`src/rtl/xcorr_peak_finder_pkg.sv`:
```
// Shared definitions for the cross-correlation peak finder.
// Holds the FSM state encoding, a ceiling-log2 helper that never returns
// less than 1, and the accumulator width computation.
package xcorr_pkg;

   typedef enum logic [2:0] {
      ST_IDLE  = 3'd0,
      ST_CLEAR = 3'd1,
      ST_MAC   = 3'd2,
      ST_CMP   = 3'd3,
      ST_DONE  = 3'd4
   } xcorr_state_e;

   // Ceiling log2, minimum 1 so that single-entry fields still get one bit.
   function automatic int clog2(input int n);
      int r;
      r = 0;
      for (int i = 0; i < 31; i++) begin
         if ((1 << i) < n) r = i + 1;
      end
      return (r < 1) ? 1 : r;
   endfunction

   // Product width plus enough headroom to sum TEMPL_LEN products.
   function automatic int acc_w(input int data_w, input int templ_len);
      return 2 * data_w + clog2(templ_len);
   endfunction

endpackage

```
`src/rtl/xcorr_peak_finder_if.sv`:
```
// Bus interface of xcorr_peak_finder: run control, template/sample write
// ports, packed per-channel results and the FSM state for observation.
//   master : drives ena, start, templ_*, samp_*
//   slave  : drives busy, rdy, peak_val, peak_lag, dbg_state
//
// Run handshake: start is sampled on an enabled clock edge while busy=0 and
// launches a run; busy is high from the next cycle until the results are
// ready; rdy is a single enabled-cycle pulse, and peak_val/peak_lag are valid
// from that pulse until the next run's lag-0 compare. start and writes are
// ignored while busy=1.
interface xcorr_peak_finder_if #(
   parameter int DATA_W    = 16,
   parameter int TEMPL_LEN = 32,
   parameter int MAX_LAG   = 64,
   parameter int CH        = 2
);
   localparam int ACC_W = xcorr_pkg::acc_w(DATA_W, TEMPL_LEN);
   localparam int LAG_W = xcorr_pkg::clog2(MAX_LAG + 1);
   localparam int TA_W  = xcorr_pkg::clog2(TEMPL_LEN);
   localparam int SA_W  = xcorr_pkg::clog2(TEMPL_LEN + MAX_LAG);
   localparam int CH_W  = xcorr_pkg::clog2(CH);

   logic                  ena;
   logic                  start;
   logic                  busy;
   logic                  rdy;
   logic                  templ_we;
   logic [TA_W-1:0]       templ_addr;
   logic [DATA_W-1:0]     templ_data;
   logic                  samp_we;
   logic [CH_W-1:0]       samp_ch;
   logic [SA_W-1:0]       samp_addr;
   logic [DATA_W-1:0]     samp_data;
   logic [CH*ACC_W-1:0]   peak_val;
   logic [CH*LAG_W-1:0]   peak_lag;
   xcorr_pkg::xcorr_state_e dbg_state;

   modport master (
      output ena, start, templ_we, templ_addr, templ_data,
             samp_we, samp_ch, samp_addr, samp_data,
      input  busy, rdy, peak_val, peak_lag, dbg_state
   );

   modport slave (
      input  ena, start, templ_we, templ_addr, templ_data,
             samp_we, samp_ch, samp_addr, samp_data,
      output busy, rdy, peak_val, peak_lag, dbg_state
   );

endinterface

```
`src/rtl/xcorr_peak_finder_mac_lane.sv`:
```
// One channel of the correlator: signed multiply-accumulate, and the
// peak register pair updated in the compare step.
//   clk, rst          : clock, async active-high reset
//   ena_i             : clock enable
//   acc_clr_i         : zero the accumulator (run start)
//   mac_en_i          : add templ_i*samp_i into the accumulator
//   cmp_en_i          : compare/update peak, then zero the accumulator
//   first_lag_i       : lag 0 -- load the peak unconditionally
//   lag_i             : lag currently being compared
//   templ_i, samp_i   : signed operands
//   peak_val_o/lag_o  : signed peak correlation and its lag
module xcorr_mac_lane #(
   parameter int DATA_W   = 16,
   parameter int ACC_W    = 34,
   parameter int LAG_W    = 3,
   parameter int MODE_ABS = 0
) (
   input  logic                     clk,
   input  logic                     rst,
   input  logic                     ena_i,
   input  logic                     acc_clr_i,
   input  logic                     mac_en_i,
   input  logic                     cmp_en_i,
   input  logic                     first_lag_i,
   input  logic [LAG_W-1:0]         lag_i,
   input  logic signed [DATA_W-1:0] templ_i,
   input  logic signed [DATA_W-1:0] samp_i,
   output logic signed [ACC_W-1:0]  peak_val_o,
   output logic [LAG_W-1:0]         peak_lag_o
);

   logic signed [2*DATA_W-1:0] prod;
   logic signed [ACC_W-1:0]    prod_ext;
   logic signed [ACC_W-1:0]    acc_q, acc_d;
   logic signed [ACC_W-1:0]    peak_val_q, peak_val_d;
   logic [LAG_W-1:0]           peak_lag_q, peak_lag_d;

   // One extra bit so |most negative| stays representable and the signed
   // compare works in both modes.
   function automatic logic signed [ACC_W:0] metric(input logic signed [ACC_W-1:0] v);
      logic signed [ACC_W:0] e;
      e = {v[ACC_W-1], v};
      if (MODE_ABS != 0 && e < 0) e = -e;
      return e;
   endfunction

   assign prod     = templ_i * samp_i;
   assign prod_ext = {{(ACC_W-2*DATA_W){prod[2*DATA_W-1]}}, prod};

   always_comb begin
      acc_d      = acc_q;
      peak_val_d = peak_val_q;
      peak_lag_d = peak_lag_q;
      if (acc_clr_i) begin
         acc_d = '0;
      end else if (mac_en_i) begin
         acc_d = acc_q + prod_ext;
      end
      if (cmp_en_i) begin
         acc_d = '0;
         // Strict > keeps the earliest lag on ties.
         if (first_lag_i || (metric(acc_q) > metric(peak_val_q))) begin
            peak_val_d = acc_q;
            peak_lag_d = lag_i;
         end
      end
   end

   always_ff @(posedge clk or posedge rst) begin
      if (rst) begin
         acc_q      <= '0;
         peak_val_q <= '0;
         peak_lag_q <= '0;
      end else if (ena_i) begin
         acc_q      <= acc_d;
         peak_val_q <= peak_val_d;
         peak_lag_q <= peak_lag_d;
      end
   end

   assign peak_val_o = peak_val_q;
   assign peak_lag_o = peak_lag_q;

endmodule

```
`src/rtl/xcorr_peak_finder.sv`:
```
// Multi-channel cross-correlation peak finder. A template and CH sample
// records are written into register stores while idle; a run then
// correlates the template against every channel for lags 0..MAX_LAG, one
// tap per cycle, and reports each channel's peak correlation and lag.
//   clk, rst : clock, async active-high reset
//   bus      : xcorr_peak_finder_if slave (control, writes, results)
module xcorr_peak_finder
   import xcorr_pkg::*;
#(
   parameter int DATA_W    = 16,
   parameter int TEMPL_LEN = 32,
   parameter int MAX_LAG   = 64,
   parameter int CH        = 2,
   parameter int MODE_ABS  = 0
) (
   input  logic               clk,
   input  logic               rst,
   xcorr_peak_finder_if.slave bus
);

   localparam int ACC_W  = acc_w(DATA_W, TEMPL_LEN);
   localparam int LAG_W  = clog2(MAX_LAG + 1);
   localparam int TA_W   = clog2(TEMPL_LEN);
   localparam int SA_W   = clog2(TEMPL_LEN + MAX_LAG);
   localparam int SAMP_N = TEMPL_LEN + MAX_LAG;
   localparam logic [TA_W-1:0]  J_LAST   = TA_W'(TEMPL_LEN - 1);
   localparam logic [LAG_W-1:0] LAG_LAST = LAG_W'(MAX_LAG);

   xcorr_state_e      state_q, state_d;
   logic [LAG_W-1:0]  lag_q, lag_d;
   logic [TA_W-1:0]   j_q, j_d;
   logic              rdy_q, rdy_d;
   logic              busy;
   logic [SA_W-1:0]   samp_idx;

   logic signed [DATA_W-1:0] templ_q [TEMPL_LEN];
   logic signed [DATA_W-1:0] samp_q  [CH][SAMP_N];
   logic [ACC_W-1:0]         lane_val [CH];
   logic [LAG_W-1:0]         lane_lag [CH];

   assign busy = (state_q != ST_IDLE);

   // Data stores are deliberately outside the reset domain so a reset
   // mid-run keeps the loaded template and samples.
   always_ff @(posedge clk) begin
      if (bus.ena && !busy) begin
         if (bus.templ_we && int'(bus.templ_addr) < TEMPL_LEN)
            templ_q[bus.templ_addr] <= bus.templ_data;
         if (bus.samp_we && int'(bus.samp_ch) < CH && int'(bus.samp_addr) < SAMP_N)
            samp_q[bus.samp_ch][bus.samp_addr] <= bus.samp_data;
      end
   end

   always_comb begin
      state_d = state_q;
      lag_d   = lag_q;
      j_d     = j_q;
      rdy_d   = 1'b0;
      case (state_q)
         ST_IDLE: begin
            if (bus.start) state_d = ST_CLEAR;
         end
         ST_CLEAR: begin
            lag_d   = '0;
            j_d     = '0;
            state_d = ST_MAC;
         end
         ST_MAC: begin
            if (j_q == J_LAST) state_d = ST_CMP;
            else               j_d     = j_q + 1'b1;
         end
         ST_CMP: begin
            j_d = '0;
            if (lag_q == LAG_LAST) begin
               state_d = ST_DONE;
            end else begin
               lag_d   = lag_q + 1'b1;
               state_d = ST_MAC;
            end
         end
         ST_DONE: begin
            // rdy is registered so it rises together with the return to idle.
            rdy_d   = 1'b1;
            state_d = ST_IDLE;
         end
         default: state_d = ST_IDLE;
      endcase
   end

   always_ff @(posedge clk or posedge rst) begin
      if (rst) begin
         state_q <= ST_IDLE;
         lag_q   <= '0;
         j_q     <= '0;
         rdy_q   <= 1'b0;
      end else if (bus.ena) begin
         state_q <= state_d;
         lag_q   <= lag_d;
         j_q     <= j_d;
         rdy_q   <= rdy_d;
      end
   end

   assign samp_idx = SA_W'(lag_q) + SA_W'(j_q);

   for (genvar c = 0; c < CH; c++) begin : g_lane
      xcorr_mac_lane #(
         .DATA_W   (DATA_W),
         .ACC_W    (ACC_W),
         .LAG_W    (LAG_W),
         .MODE_ABS (MODE_ABS)
      ) u_lane (
         .clk         (clk),
         .rst         (rst),
         .ena_i       (bus.ena),
         .acc_clr_i   (state_q == ST_CLEAR),
         .mac_en_i    (state_q == ST_MAC),
         .cmp_en_i    (state_q == ST_CMP),
         .first_lag_i (lag_q == '0),
         .lag_i       (lag_q),
         .templ_i     (templ_q[j_q]),
         .samp_i      (samp_q[c][samp_idx]),
         .peak_val_o  (lane_val[c]),
         .peak_lag_o  (lane_lag[c])
      );
   end

   always_comb begin
      bus.peak_val = '0;
      bus.peak_lag = '0;
      for (int c = 0; c < CH; c++) begin
         bus.peak_val[c*ACC_W +: ACC_W] = lane_val[c];
         bus.peak_lag[c*LAG_W +: LAG_W] = lane_lag[c];
      end
   end

   // rdy_q would otherwise linger across disabled cycles; gating keeps the
   // pulse to exactly one enabled cycle.
   assign bus.rdy       = rdy_q & bus.ena;
   assign bus.busy      = busy;
   assign bus.dbg_state = state_q;

endmodule

```
`src/flat_wrapper.sv`:
```
// flat-port wrapper written by rule: the top's interface ports become plain ports
module xcorr_peak_finder_flat import xcorr_pkg::*;
#(
   parameter int DATA_W    = 16,
   parameter int TEMPL_LEN = 32,
   parameter int MAX_LAG   = 64,
   parameter int CH        = 2,
   parameter int MODE_ABS  = 0
)
  (clk, rst, bus_ena, bus_start, bus_templ_we, bus_templ_addr, bus_templ_data, bus_samp_we, bus_samp_ch, bus_samp_addr, bus_samp_data, bus_busy, bus_rdy, bus_peak_val, bus_peak_lag, bus_dbg_state);
  xcorr_peak_finder_if #(.DATA_W(DATA_W), .TEMPL_LEN(TEMPL_LEN), .MAX_LAG(MAX_LAG), .CH(CH)) bus_i ();
  input  logic clk;
  input  logic rst;
  input wire logic [$bits(bus_i.ena)-1:0] bus_ena;
  input wire logic [$bits(bus_i.start)-1:0] bus_start;
  input wire logic [$bits(bus_i.templ_we)-1:0] bus_templ_we;
  input wire logic [$bits(bus_i.templ_addr)-1:0] bus_templ_addr;
  input wire logic [$bits(bus_i.templ_data)-1:0] bus_templ_data;
  input wire logic [$bits(bus_i.samp_we)-1:0] bus_samp_we;
  input wire logic [$bits(bus_i.samp_ch)-1:0] bus_samp_ch;
  input wire logic [$bits(bus_i.samp_addr)-1:0] bus_samp_addr;
  input wire logic [$bits(bus_i.samp_data)-1:0] bus_samp_data;
  output wire logic [$bits(bus_i.busy)-1:0] bus_busy;
  output wire logic [$bits(bus_i.rdy)-1:0] bus_rdy;
  output wire logic [$bits(bus_i.peak_val)-1:0] bus_peak_val;
  output wire logic [$bits(bus_i.peak_lag)-1:0] bus_peak_lag;
  output wire logic [$bits(bus_i.dbg_state)-1:0] bus_dbg_state;
  assign bus_i.ena = bus_ena;
  assign bus_i.start = bus_start;
  assign bus_i.templ_we = bus_templ_we;
  assign bus_i.templ_addr = bus_templ_addr;
  assign bus_i.templ_data = bus_templ_data;
  assign bus_i.samp_we = bus_samp_we;
  assign bus_i.samp_ch = bus_samp_ch;
  assign bus_i.samp_addr = bus_samp_addr;
  assign bus_i.samp_data = bus_samp_data;
  assign bus_busy = bus_i.busy;
  assign bus_rdy = bus_i.rdy;
  assign bus_peak_val = bus_i.peak_val;
  assign bus_peak_lag = bus_i.peak_lag;
  assign bus_dbg_state = bus_i.dbg_state;
  xcorr_peak_finder #(.DATA_W(DATA_W), .TEMPL_LEN(TEMPL_LEN), .MAX_LAG(MAX_LAG), .CH(CH), .MODE_ABS(MODE_ABS)) u_core (.clk(clk), .rst(rst), .bus(bus_i));
endmodule
```
`config.mk`:
```
export PLATFORM = sky130hd
export DESIGN_NAME = xcorr_peak_finder_flat
export DESIGN_NICKNAME = d
export VERILOG_FILES = /design/src/rtl/xcorr_peak_finder_pkg.sv /design/src/rtl/xcorr_peak_finder_if.sv /design/src/rtl/xcorr_peak_finder_mac_lane.sv /design/src/rtl/xcorr_peak_finder.sv /design/src/flat_wrapper.sv
export SDC_FILE = /design/constraint.sdc
export NUM_CORES = 2
export LEC_CHECK = 0
export BUFFER_PORTS_ARGS = -buffer_cell sky130_fd_sc_hd__buf_2
export CORE_ASPECT_RATIO = 1.5
export CORE_UTILIZATION = 68
export DETAILED_ROUTE_END_ITERATION = 6
export PLACE_DENSITY_LB_ADDON = 0.12
export SLEW_MARGIN = 20
export SYNTH_ARGS = -nofsm -noshare
export SYNTH_HDL_FRONTEND = slang
export SYNTH_SLANG_ARGS = --single-unit
```
`constraint.sdc`:
```
create_clock -name clk -period 26 [get_ports clk]
set_input_delay 1.3 -clock clk [delete_from_list [all_inputs] [get_ports clk]]
set_output_delay 1.3 -clock clk [all_outputs]
set_load 0.03 [all_outputs]
```
Word-level counts from Yosys, hierarchy flattened. Memory sizes are Yosys's and may differ from the RTL's. Index checks and enable logic that the tools add are counted.

Add/sub/neg operators: 5. $mul: 2. Order comparisons: 6. Eq/ne operators: 10. Multiplexer cells: 29. Bitwise logic cells: 3. Reduce and logical (&&, ||, !) cells: 19.

Operator list (count): $mux 1536 (1); $bmux 16 s7 (2); $mux 37 (6); $demux 16 s7 (1); $mux 16 (5); $add 37x32->37 (2); $gt 37x37->1 (2); $mul 16x16->32 (2); $ge 8x8->1 const B (2); $not 7->8 (2); $reduce_and 3->1 (5); $pmux 7 s2 (1); $pmux 3 s4 (1); $pmux 5 s2 (1); $mux 3 (3); $lt 8x1->1 const B (1); $add 7x1->7 const B (1); $add 7x5->7 (1); $eq 7x7->1 const B (1); $logic_not 7->1 (1); $lt 7x7->1 const B (1); $mux 7 (1); $eq 3x2->1 const B (2); $mux 1 (6); other kinds (16) (23).

Register bits: 178. RAM bits: 3584. Bits of input ports: 51. Memories kept: 2.

Memories: u_core.samp_q (depth 2, bits a word 1536, read ports 2, clocked after memory_dff 0, write ports 1, line xcorr_peak_finder.sv:37) `logic signed [DATA_W-1:0] samp_q [CH][SAMP_N];`; u_core.templ_q (depth 32, bits a word 16, read ports 1, clocked after memory_dff 0, write ports 1, line xcorr_peak_finder.sv:36) `logic signed [DATA_W-1:0] templ_q [TEMPL_LEN];`.

Longest topological paths before layout.
Word-level depth: 10. Depth in mapped cells: 41.

Modules after synthesis. Synthesis repeated with hierarchy kept, for this count alone.

Cell total of the unflattened synthesis: 9433. Area, all modules: 170773.8 µm².

By module, submodules not included: xcorr_peak_finder (instances 1, cells an instance 6228, area each 139359.9 µm², seq. area each 108023.6 µm²); xcorr_mac_lane at u_core.g_lane[0].u_lane (instances 1, cells an instance 1599, area each 15751.4 µm², seq. area each 2026.9 µm²); xcorr_mac_lane at u_core.g_lane[1].u_lane (instances 1, cells an instance 1606, area each 15662.5 µm², seq. area each 2026.9 µm²).

Least setup slack after synthesis. OpenSTA, ideal clock, no wires.

Kind: reg-to-reg. Start point: register u_core.j_q[1]. End point: register u_core.g_lane[0].u_lane.acc_q[36]. Setup time: 122 ps. Arrival: 9964 ps. Slack: 15915 ps. Stages on the path, launching flop included: 38. Buffers on the path: 7. Cells stage by stage: dfrtp_1 > clkbuf_1 > clkbuf_1 > inv_1 > fa_1 > buf_2 > buf_2 > buf_2 > buf_1 > mux4_2 > mux2i_1 > nand2_1 > a311o_1 > a32o_1 > buf_2 > nand2_1 > inv_1 > fa_1 > [... 2 more ...] > fa_1 > inv_1 > fa_1 > fa_1 > inv_1 > fa_1 > inv_1 > ha_1 > o21a_1 > o21a_1 > a221oi_1 > o21ai_1 > a21oi_1 > o21ai_1 > o41ai_1 > o21ai_0 > or4_1 > a32o_1.

Longest elaborated chain between the ends: 10. Elaborated cells between the ends (all ways): 11. Classes of those cells: 2 x add/sub; 1 x mul; 6 x mux; 1 x bitwise; 1 x memory.

Ends and longest elaborated chain: start: declaration (line xcorr_peak_finder.sv:31) `logic [TA_W-1:0] j_q, j_d;`; start signal: assignment (line xcorr_peak_finder.sv:99) `j_q <= j_d;`; $add 7x5->7 (line xcorr_peak_finder.sv:104) `assign samp_idx = SA_W'(lag_q) + SA_W'(j_q);`; $not 7->8 (implied by the code) (line xcorr_peak_finder.sv:122) `.samp_i (samp_q[c][samp_idx]),`; $bmux 16 s7 (line xcorr_peak_finder.sv:122); $mux 16 (implied by the code) (2 in series) (line xcorr_peak_finder.sv:122); $mul 16x16->32 (*) (line xcorr_peak_finder_mac_lane.sv:47) `assign prod = templ_i * samp_i;`; $add 37x32->37 (*) (line xcorr_peak_finder_mac_lane.sv:57) `acc_d = acc_q + prod_ext;`; $mux 37 (*) (line xcorr_peak_finder_mac_lane.sv:56) `end else if (mac_en_i) begin`; $mux 37 (*) (line xcorr_peak_finder_mac_lane.sv:54) `if (acc_clr_i) begin`; $mux 37 (*) (line xcorr_peak_finder_mac_lane.sv:59) `if (cmp_en_i) begin`; end signal: assignment (line xcorr_peak_finder_mac_lane.sv:71) `acc_q <= '0;`; end signal: assignment (line xcorr_peak_finder_mac_lane.sv:75) `acc_q <= acc_d;`; end: declaration (line xcorr_peak_finder_mac_lane.sv:34) `logic signed [ACC_W-1:0] acc_q, acc_d;`.

Every way passes the cells marked *; elsewhere a longest branch is shown, timed or not. The select of a mux whose other input is x is not followed. A chain may end at the register's enable or synchronous reset.

Worst setup path in the final report. Same ends and word-level chain as after synthesis.

==> flow_summary_export.csv <==
group,metric,value,unit
place,dp_hpwl,257000,um
clock_network,insertion_delay,0.91,ns
die,die-area,252000,um2
place,dp_slack,11.95,ns
logic_synthesis,synth_fa_ha_area_frac,0.0972,
flow_run,maxCapViolCount,0,
layout,drive_gt1_frac,0.210,
clock_network,clock_sinks,3762,
logic_synthesis,syn_inst,9449,
grt,grt_max_degree,127,
clock_network,postCtsHoldBufs,0,
drt,drc,21,
grt,antenna_found_initial,14,
die,pin_count,144,
logic_synthesis,yosysSeqAreaShare,0.659,
worst_setup_path,crit_type,"register to register",
place,io_buffer_count,143,
die,die_height,615,um
logic_synthesis,synth_edf_count,3584,
logic_synthesis,synth_compound_area_frac,0.0238,
drt,wl_per_cell,32.6,um
worst_setup_path,cp-end-kind,"register",
clock_network,post_cts_buffers,0,
die,die_width,410,um
layout,num-nets-final,10800,
drt,dr.pass1.iters,7,
clock_network,clock_path_buffers,4,
die,initial_core_util,0.685,
clock_network,h-tree-depth,5,
logic_synthesis,syn_nets,10400,
place,place_congestion,0.917,
logic_synthesis,ys_ff_latch,3762,
grt,grt_pass1_wl,637000,um
grt,grtUsageTotal,0.352,
drt,drtIter0Drc,11000,
logic_synthesis,synth_xor_area_frac,0.00396,
timing,finalCritPeriodShare,0.550,
grt,grt_pass1_vias,95600,
worst_setup_path,required,26.70,ns
timing,slew_viol_final,0,
die,design.core.area,248000,um2
timing,rsz0062_at_grt,"no",
logic_synthesis,synth_top_family_by_area,"multiplexers",
logic_synthesis,async_flop_share,0.0473,
clock_network,root_buffer,"clkbuf_16",
logic_synthesis,ys_types,72,
worst_setup_path,cp-start-kind,"register",
worst_setup_path,cp_max_fo,114,
grt,grt.overflow.total,0,
drt,route.antenna.remaining_nets,0,
logic_synthesis,synth-main-ff-cell,"edfxtp_1",
timing,max_freq,0.0700,GHz
die,fp-row-count,224,
drt,vias,90700,
place,place_inst,12700,
timing,hold-worst-slack,0.527,ns
clock_network,numCtsBuffers,334,
outcome,violations,"design-rule violations",
logic_synthesis,synthSimpleGateAreaFrac,0.0401,
logic_synthesis,synth.avg_cell_area,18.0,um2
drt,vias_per_cell,6.79,
timing,fin_ws,11.71,ns
clock_network,cts_resized,0,
logic_synthesis,ys_warn_count,0,
timing,layout_min_cycle_time,14.29,ns
logic_synthesis,synth_area,170000,um2
timing,worst_pin_slew,1.24,ns
clock_network,cts_tree,"yes",
worst_setup_path,cp_common_cell,"fa_1",
outcome,outcome,"finished with violations",
clock_network,clk_pin_slew,0.08,ns
worst_setup_path,max_stage_delay,1.32,ns
timing,setup_violations,0,
hold_path,hold_class,"register to register",
timing,relSlewSlack,0.174,
worst_setup_path,slowest_stage,"fa_4",
layout,final_cell_count_no_fill,13400,
worst_setup_path,cp.arrival,14.99,ns
timing,finalSetupTns,0,ns
layout,synthToLayoutAreaGrowth,9.59,%
logic_synthesis,synthMuxAreaShare,0.145,
drt,routed_wl,435000,um
timing,finalHoldViolations,0,
timing,fin_skew,0.0989,ns
cells in the mapped netlist, types with 27 or more instances:
cell type	n	area, um2
dfrtp_1	178	4450
buf_2	164	821
nor2b_1	76	475
inv_1	787	2950
a211oi_1	117	878
nand2b_1	27	169
ha_1	299	3740
nor2_1	486	1820
o211ai_1	31	233
o21ai_0	137	686
and2_1	62	388
a21oi_1	84	420
xnor2_1	41	359
xor2_1	34	298
mux2i_1	135	1350
fa_1	639	12800
a21o_1	36	270
buf_1	58	218
mux2_2	97	1090
o21a_1	35	263
clkbuf_1	176	661
buf_4	40	300
nand3_1	117	586
nand2_1	719	2700
o21ai_1	29	145
mux4_2	985	22200
edfxtp_1	3584	108000
cells in the final DEF (no fill, tap or decap), types with 51 or more instances in the layout:
cell,instances
buf_4,328
clkbuf_1,63
clkinv_2,51
and2_1,62
ha_1,298
a211oi_1,117
edfxtp_1,3584
nand3_1,117
mux2_2,97
clkbuf_16,340
nor2b_1,76
o21ai_0,137
fa_1,637
clkinv_1,71
nor2_1,455
a21oi_1,84
buf_2,127
inv_1,786
nand2_1,717
mux2i_1,130
mux4_2,985
dfrtp_1,174
worst max-delay path, delay by kind of cell (launching register included):
kind            cells  cell delay, ns
flops               1            1.02
simple gates        3            0.76
fa+ha+maj           8            4.67
mux                 1            0.63
buf+inv             6            2.52
compound gates     13            4.31
layer usage:
metal	wire (um)	global-route usage
met3	39800	0.0602
met1	148000	0.447
met4	26900	0.186
met5	64	0
met2	221000	0.585
final cells by class:
cell class              count  area, um2
flip-flops and latches   3762     112000
diodes                      8       20.0
well taps                3277       4100
fillers                 14000      61900
multi-input cells        4421      53000
repair buffers            481       3480
clock buffers             407       8800
clock inverters           189       1860
inverters                 805       3030
sequential cells by signal, indices dropped and copies added, names as in the netlist:
signal                           count
u_core.samp_q                     3072
u_core.lag_q                         7
u_core.g_lane.u_lane.peak_val_o     74
u_core.bus.dbg_state                 3
u_core.rdy_q                         1
u_core.g_lane.u_lane.peak_lag_o     14
u_core.j_q                           5
u_core.g_lane.u_lane.acc_q          74
u_core.templ_q                     512
metrics by stage:
stage,utilization,instance area (um2)
2_1_floorplan,-,170000
3_3_place_gp,0.707,176000
3_5_place_dp,0.707,176000
4_1_cts,0.750,186000
5_1_grt,0.751,186000
6_report,0.751,186000
final timing paths:
kind,from,to,slack [ns],cells after the start
worst max-delay path,u_core.j_q[1],u_core.g_lane[0].u_lane.acc_q[36],11.71,31
worst min-delay path,u_core.g_lane[0].u_lane.peak_val_o[22],u_core.g_lane[0].u_lane.peak_val_o[22],0.53,1
worst max register to register,u_core.j_q[1],u_core.g_lane[0].u_lane.acc_q[36],11.71,31
worst min register to register,u_core.g_lane[0].u_lane.peak_val_o[22],u_core.g_lane[0].u_lane.peak_val_o[22],0.53,1
max in group asynchronous,rst,u_core.j_q[0],23.90,3
min in group asynchronous,rst,u_core.g_lane[0].u_lane.acc_q[18],0.61,2
cell families after synthesis:
family / Yosys count
AO/OA/AOI/OAI: 594
AND/OR/NAND/NOR: 1596
multiplexers: 1217
adder cells (fa/ha/maj): 938
flip-flops: 3762
XOR/XNOR: 76
buffers and inverters: 1266
Power is not shown: default switching activity piles up to over one toggle a cycle in this logic, so the estimate is an artifact.
